**config.mk**
```make
export PLATFORM = sky130hd
export DESIGN_NAME = coin_acceptor
export DESIGN_NICKNAME = d
export VERILOG_FILES = /design/src/rtl/coin_acceptor.sv
export SDC_FILE = /design/constraint.sdc
export NUM_CORES = 1
export LEC_CHECK = 0
export ABC_AREA = 1
export BUFFER_PORTS_ARGS = -buffer_cell sky130_fd_sc_hd__buf_2
export CAP_MARGIN = 20
export CORE_ASPECT_RATIO = 0.9
export CORE_MARGIN = 2
export CORE_UTILIZATION = 45
export DETAILED_ROUTE_END_ITERATION = 10
export MAX_ROUTING_LAYER = met4
export PLACE_DENSITY_LB_ADDON = 0.12
export SLEW_MARGIN = 20
export SYNTH_ARGS = -nofsm -noshare
export SYNTH_HDL_FRONTEND = slang
export SYNTH_SLANG_ARGS = --single-unit
```
**constraint.sdc**
```tcl
create_clock -name clk -period 2.6 [get_ports clk]
set_input_delay 0.39 -clock clk [delete_from_list [all_inputs] [get_ports clk]]
set_output_delay 0.39 -clock clk [all_outputs]
set_load 0.05 [all_outputs]
```
**src/rtl/coin_acceptor.sv**
```systemverilog
// Coin acceptor: payment front-end for the washing-machine control unit.
// Accumulates credit, launches single/double wash, returns change and refunds
// on cancel or inactivity. Every output is registered.
module coin_acceptor #(
  parameter int CREDIT_W       = 8,
  parameter int SINGLE_PRICE   = 100,
  parameter int DOUBLE_PRICE   = 150,
  parameter int MAX_CREDIT     = 250,
  parameter int TIMEOUT_CYCLES = 1000,
  parameter int TO_W           = 16
) (
  input  logic                clk,
  input  logic                rst,
  input  logic                coin_valid,
  input  logic [1:0]          coin_type,
  input  logic                double_req,
  input  logic                start,
  input  logic                cancel,
  input  logic                wash_done,
  output logic                coin_in,
  output logic                double_wash,
  output logic                coin_reject,
  output logic                change_valid,
  output logic [CREDIT_W-1:0] change_amount,
  output logic [CREDIT_W-1:0] credit,
  output logic                busy
);

  typedef enum logic [2:0] {
    ST_IDLE    = 3'd0,
    ST_COLLECT = 3'd1,
    ST_LAUNCH  = 3'd2,
    ST_RUN     = 3'd3,
    ST_REFUND  = 3'd4
  } state_t;

  localparam logic [CREDIT_W:0]   MAX_SUM   = (CREDIT_W+1)'(MAX_CREDIT);
  localparam logic [CREDIT_W-1:0] PRICE_1   = CREDIT_W'(SINGLE_PRICE);
  localparam logic [CREDIT_W-1:0] PRICE_2   = CREDIT_W'(DOUBLE_PRICE);
  localparam logic [TO_W-1:0]     IDLE_LAST = TO_W'(TIMEOUT_CYCLES - 1);
  localparam logic [CREDIT_W:0]   VAL_25    = (CREDIT_W+1)'(25);
  localparam logic [CREDIT_W:0]   VAL_50    = (CREDIT_W+1)'(50);
  localparam logic [CREDIT_W:0]   VAL_100   = (CREDIT_W+1)'(100);

  // Coin face value, zero for the invalid code (which is always rejected).
  function automatic logic [CREDIT_W:0] coin_value(input logic [1:0] ct);
    case (ct)
      2'd0:    return VAL_25;
      2'd1:    return VAL_50;
      2'd2:    return VAL_100;
      default: return '0;
    endcase
  endfunction

  state_t                state_r, next_state_s;
  logic [CREDIT_W-1:0]   credit_r, credit_d;
  logic [CREDIT_W-1:0]   change_amount_r, change_amount_d;
  logic [TO_W-1:0]       idle_cnt_r, idle_cnt_d;
  logic                  coin_in_r, coin_in_d;
  logic                  double_wash_r, double_wash_d;
  logic                  coin_reject_r, coin_reject_d;
  logic                  change_valid_r, change_valid_d;
  logic                  busy_r, busy_d;

  logic                  coin_ok_s;
  logic [CREDIT_W:0]     sum_s;
  logic                  fits_s;
  logic [CREDIT_W-1:0]   price_s;
  logic                  can_start_s;
  logic                  timeout_s;

  // Shared datapath terms; the sum is one bit wider so it can never wrap.
  assign coin_ok_s   = coin_valid && (coin_type != 2'd3);
  assign sum_s       = {1'b0, credit_r} + coin_value(coin_type);
  assign fits_s      = (sum_s <= MAX_SUM);
  assign price_s     = double_req ? PRICE_2 : PRICE_1;
  assign can_start_s = start && (credit_r >= price_s);
  assign timeout_s   = (idle_cnt_r == IDLE_LAST);

  // State register.
  always_ff @(posedge clk) begin
    if (rst) begin
      state_r <= ST_IDLE;
    end else begin
      state_r <= next_state_s;
    end
  end

  // Next-state logic; in COLLECT the priority is cancel > coin > start > timeout.
  always_comb begin
    next_state_s = state_r;
    case (state_r)
      ST_IDLE: begin
        if (coin_ok_s) next_state_s = ST_COLLECT;
        else           next_state_s = ST_IDLE;
      end
      ST_COLLECT: begin
        if (cancel)           next_state_s = ST_REFUND;
        else if (coin_valid)  next_state_s = ST_COLLECT;
        else if (can_start_s) next_state_s = ST_LAUNCH;
        else if (timeout_s)   next_state_s = ST_REFUND;
        else                  next_state_s = ST_COLLECT;
      end
      ST_LAUNCH: next_state_s = ST_RUN;
      ST_RUN: begin
        if (wash_done) next_state_s = ST_IDLE;
        else           next_state_s = ST_RUN;
      end
      ST_REFUND: next_state_s = ST_IDLE;
      default:   next_state_s = ST_IDLE;
    endcase
  end

  // Output logic: next values of the registered outputs, so each response
  // appears in the cycle right after the strobe that caused it.
  always_comb begin
    credit_d        = credit_r;
    change_amount_d = '0;
    idle_cnt_d      = '0;
    coin_in_d       = 1'b0;
    double_wash_d   = double_wash_r;
    coin_reject_d   = 1'b0;
    change_valid_d  = 1'b0;
    busy_d          = (next_state_s == ST_LAUNCH) || (next_state_s == ST_RUN);
    case (state_r)
      ST_IDLE: begin
        if (coin_ok_s) credit_d = sum_s[CREDIT_W-1:0];
        else           coin_reject_d = coin_valid;
      end
      ST_COLLECT: begin
        if (cancel) begin
          // A coin in the cancel cycle is handed back, credit is refunded.
          coin_reject_d   = coin_valid;
          change_valid_d  = 1'b1;
          change_amount_d = credit_r;
        end else if (coin_valid) begin
          if (coin_ok_s && fits_s) credit_d = sum_s[CREDIT_W-1:0];
          else                     coin_reject_d = 1'b1;
        end else if (can_start_s) begin
          coin_in_d     = 1'b1;
          double_wash_d = double_req;
          if (credit_r > price_s) begin
            change_valid_d  = 1'b1;
            change_amount_d = credit_r - price_s;
          end else begin
            change_valid_d  = 1'b0;
          end
        end else if (timeout_s) begin
          change_valid_d  = 1'b1;
          change_amount_d = credit_r;
        end else begin
          idle_cnt_d = idle_cnt_r + {{(TO_W-1){1'b0}}, 1'b1};
        end
      end
      ST_LAUNCH: begin
        credit_d      = '0;
        coin_reject_d = coin_valid;
      end
      ST_RUN: begin
        coin_reject_d = coin_valid;
        if (wash_done) double_wash_d = 1'b0;
        else           double_wash_d = double_wash_r;
      end
      ST_REFUND: begin
        credit_d      = '0;
        coin_reject_d = coin_valid;
      end
      default: begin
        credit_d      = '0;
        double_wash_d = 1'b0;
      end
    endcase
  end

  // Output and datapath registers; reset forfeits credit without a refund.
  always_ff @(posedge clk) begin
    if (rst) begin
      credit_r        <= '0;
      change_amount_r <= '0;
      idle_cnt_r      <= '0;
      coin_in_r       <= 1'b0;
      double_wash_r   <= 1'b0;
      coin_reject_r   <= 1'b0;
      change_valid_r  <= 1'b0;
      busy_r          <= 1'b0;
    end else begin
      credit_r        <= credit_d;
      change_amount_r <= change_amount_d;
      idle_cnt_r      <= idle_cnt_d;
      coin_in_r       <= coin_in_d;
      double_wash_r   <= double_wash_d;
      coin_reject_r   <= coin_reject_d;
      change_valid_r  <= change_valid_d;
      busy_r          <= busy_d;
    end
  end

  assign coin_in       = coin_in_r;
  assign double_wash   = double_wash_r;
  assign coin_reject   = coin_reject_r;
  assign change_valid  = change_valid_r;
  assign change_amount = change_amount_r;
  assign credit        = credit_r;
  assign busy          = busy_r;

endmodule

```
==> impl_results.md <==
* CP Max Fanout at 16
* Core ar. at 5660 um^2
* Synth Area in Compound Gates at 9.84%
* Worst r2r dst: credit[5]
* R2R cell count at 14
* First-pass GRT wire length at 10000 um
* CP Capture Type: register
* Vias per inst at 5.10
* Syn. warnings at 0
* Post-cts sizing count at 0
* Filler Cell Count at 618
* Fmax achieved at approximately 440 MHz
* Largest net degree at the start of global routing at 17
* WL/cell at 12.3 um
* Synthesized flop and latch total at 40
* R2R Setup Slk at 0.45 ns
* Placed insts at slightly below 500
* Vias at 2501
* Starting DRT DRC Count at 107
* Worst path most repeated cell: nand2_1
* Slowest CP cell: fa_1
* Synth top area share at 30.3%
* Grt ovf at 0
* Final ANT Viol Nets at 0
* All-Layer GR Usage at 19.7%
* CTS tree: done
* Starting Density at a little under half
* Crit start category: primary input
* Syn nets at 413
* Worst skew pair latency at 0.30 ns
* Nets at 450
* Post-Synth Adder-Cell Area at 10.2%
* Total Power at 1.62 mW
* Initial antenna violation count at 0
* Fin area at 2960 um^2
* Area delta synth->final at 12.0%
* Synth unique cells at 40
* Relative slew slack at 73.4%
* Top cells by area, synth: dfxtp_1 30%, nand2_1 13%, ha_1 9.5%
* Share of flip-flops with an asynchronous set or reset at 0%
* Min Tclk post-route at 2.28 ns
* Worst-Margin Slew at 0.397 ns
* Drt total wl at ~6000 um
* Top_reg_cell synth: dfxtp_1
* Synth Instances at 383
* Synth Cell Area at approximately 2600 um^2
* Most frequent cell after synthesis: nand2_1
* Clock sink total at 40
* CTS Hold Buffers Added at 0
* Reg area at about 800 um^2
* Final Util at 52.3%
* P per Cell Area at approximately 550 nW/um^2
* Vias in the first global route at 2153
* Placer Congestion at 0.919
* Number of synthesized flops with an enable pin at 0
* DRC Markers at 0
* Crit path capture: credit[5]
* CTS clk-pin slew, worst paths at 0.07 ns
* Final hold viol count at 0
* Synthesized area per cell at 6.90 um^2
* DIE HEIGHT at 76.7 um
* Max capacitance violation total at 0
* Total negative setup slack at 0 ns
* Die width at around 85 um
* VDD IR max at approximately 0.34 mV
* Final period utilization at 87.9%
* Multiplexer share of the synthesized area at 0%
* WS Path Type: in2reg
* Outcome: finished, final reports clean
* HP Class: in2reg
* CTS Buf Count at 5
* Cells along the critical path: buf_2 > inv_1 > ha_1 > ha_1 > fa_1 > nand2_1 > nand2_1 > nand3_1 > nand2_1 > nand2_1 > nand2_1 > a21oi_1 > nand2_1 > nand2_4 > nand2_1 > nor2_1 > nor2_1
* XOR/XNOR Fraction of Synth Area at approximately 3.3%
* Data required time of the worst path at 2.79 ns
* Largest family of logic cells by synthesized area: simple AND/OR/NAND/NOR gates
* Postcts setup bufs at 0
* Seq/Total Area, Yosys at 30.3%
* Area leader, netlist: dfxtp_1
* Clock Skew at 0.00711 ns
* Area of the multi-input gates at 1610 um^2
* Post-Synth Simple-Gate Area at 37.2%
* Crit path DAT at 2.48 ns
* Reg-to-Reg Start: credit[0]
* Pins over their slew limit at 0
* Pleak at 1.45 nW
* Commonest cells in the synthesized netlist: 94 x nand2_1, 47 x inv_1, 44 x nor2_1
* Worst-case clock buffer depth at 2
* Post-DP Area at 2880 um^2
* Worst path max stage delay at ~0.43 ns
* Die area at approximately 6500 um^2
* Setup violators final at 0
* Port bufs at 29
* Layout cells sized above 1 at roughly an eighth
* H-Tree Depth at 2
* Finished Layout Cells at 490
* ANT cells at 0
* Root Buffer: clkbuf_8
* Io pins at 30
* Critical Path Source: coin_type[1]
* RSZ-0062 raised after global routing: false
* Drt first pass iters at 4
* Dpl hpwl at 4610 um
* Row cnt at 26
==> sequential cells by signal (all words and copies together), names as in the netlist <==
name           cells
coin_reject        1
change_amount      8
double_wash        1
change_valid       1
busy               1
idle_cnt_r        16
credit             8
coin_in            1
state_r            3
==> report_power, final <==
part / internal [mW] / switching (mW) / total (mW) / leakage (nW)
clock network: 0.182 / 0.208 / 0.390 / 0.0410
logic: 0.190 / 0.363 / 0.553 / 1.09
registers: 0.639 / 0.0370 / 0.676 / 0.325
total: 1.01 / 0.607 / 1.62 / 1.45
==> how the worst min path moves through the flow <==
| stage | from | endpoint | slack, ns | cells past startpoint |
|---|---|---|---|---|
| 2_1_floorplan | idle_cnt_r[0] | idle_cnt_r[0] | 0.43 | 1 |
| 3_3_place_gp | idle_cnt_r[0] | idle_cnt_r[0] | 0.45 | 1 |
| 3_5_place_dp | idle_cnt_r[0] | idle_cnt_r[0] | 0.46 | 1 |
| 4_1_cts | rst | state_r[0] | 0.39 | 2 |
| 5_1_grt | rst | state_r[1] | 0.40 | 2 |
| 6_report | coin_valid | coin_reject | 0.40 | 3 |
==> metrics by stage <==
step | setup slack, ns | hold WS (ns)
final | 0.315 | 0.398
after detailed placement | -0.0473 | 0.463
after global placement | 0.0361 | 0.447
after floorplan | 0.251 | 0.429
after CTS | 0.260 | 0.390
after global routing | 0.0540 | 0.401
==> critical path: cells and delay by family <==
kind | cells | cell delay (ns)
AND/OR/NAND/NOR | 11 | 0.95
buffers and inverters | 2 | 0.15
adder cells (fa/ha/maj) | 3 | 0.87
AO/OA/AOI/OAI | 1 | 0.12
==> area by class of cell <==
cell class	count	share of cell area, %
sequential	40	27.0
clock inverter	1	0.169
tap	70	2.96
timing repair buffer	35	6.42
clock buffer	6	2.45
multi-input combinational	288	54.2
inverter	50	6.76
==> cells in the final DEF (no fill, tap or decap), types with 2 or more instances in the layout <==
master    synthesis  routed
nand2_1          94      94
o22ai_1           3       3
xor2_1            6       6
nand3b_1          3       3
nor2_1           44      44
nor4_1            3       3
buf_4             0       6
o21bai_1          2       2
o21a_1            2       2
a21oi_1          27      27
dfxtp_1          40      40
buf_2             1      29
nand4_1           6       6
nand2_4           1       2
inv_1            47      47
nand3_1          39      39
nor3_1           10      10
nor2_8            2       2
clkbuf_8          0       5
o21ai_0           6       6
xnor2_1           4       4
ha_1             20      20
==> cells by family (layout without fill, tap and decap cells) <==
family,Yosys count,count (layout)
simple gates,211,211
buf+inv,55,92
compound gates,46,46
flops,40,40
fa+ha+maj,21,21
xor+xnor,10,10
==> metal layers <==
| metal | up-vias | GRT usage (%) | part of all wire, % |
|---|---|---|---|
| met1 | 1105 | 28.3 | 51 |
| met4 | 0 | 6.19 | 1.0 |
| li1 | 1321 | - | - |
| met3 | 8 | 3.23 | 6.0 |
| met5 | - | - | 0 |
| met2 | 67 | 28.4 | 42 |
Note: power is estimated with default switching activity, not from simulation.
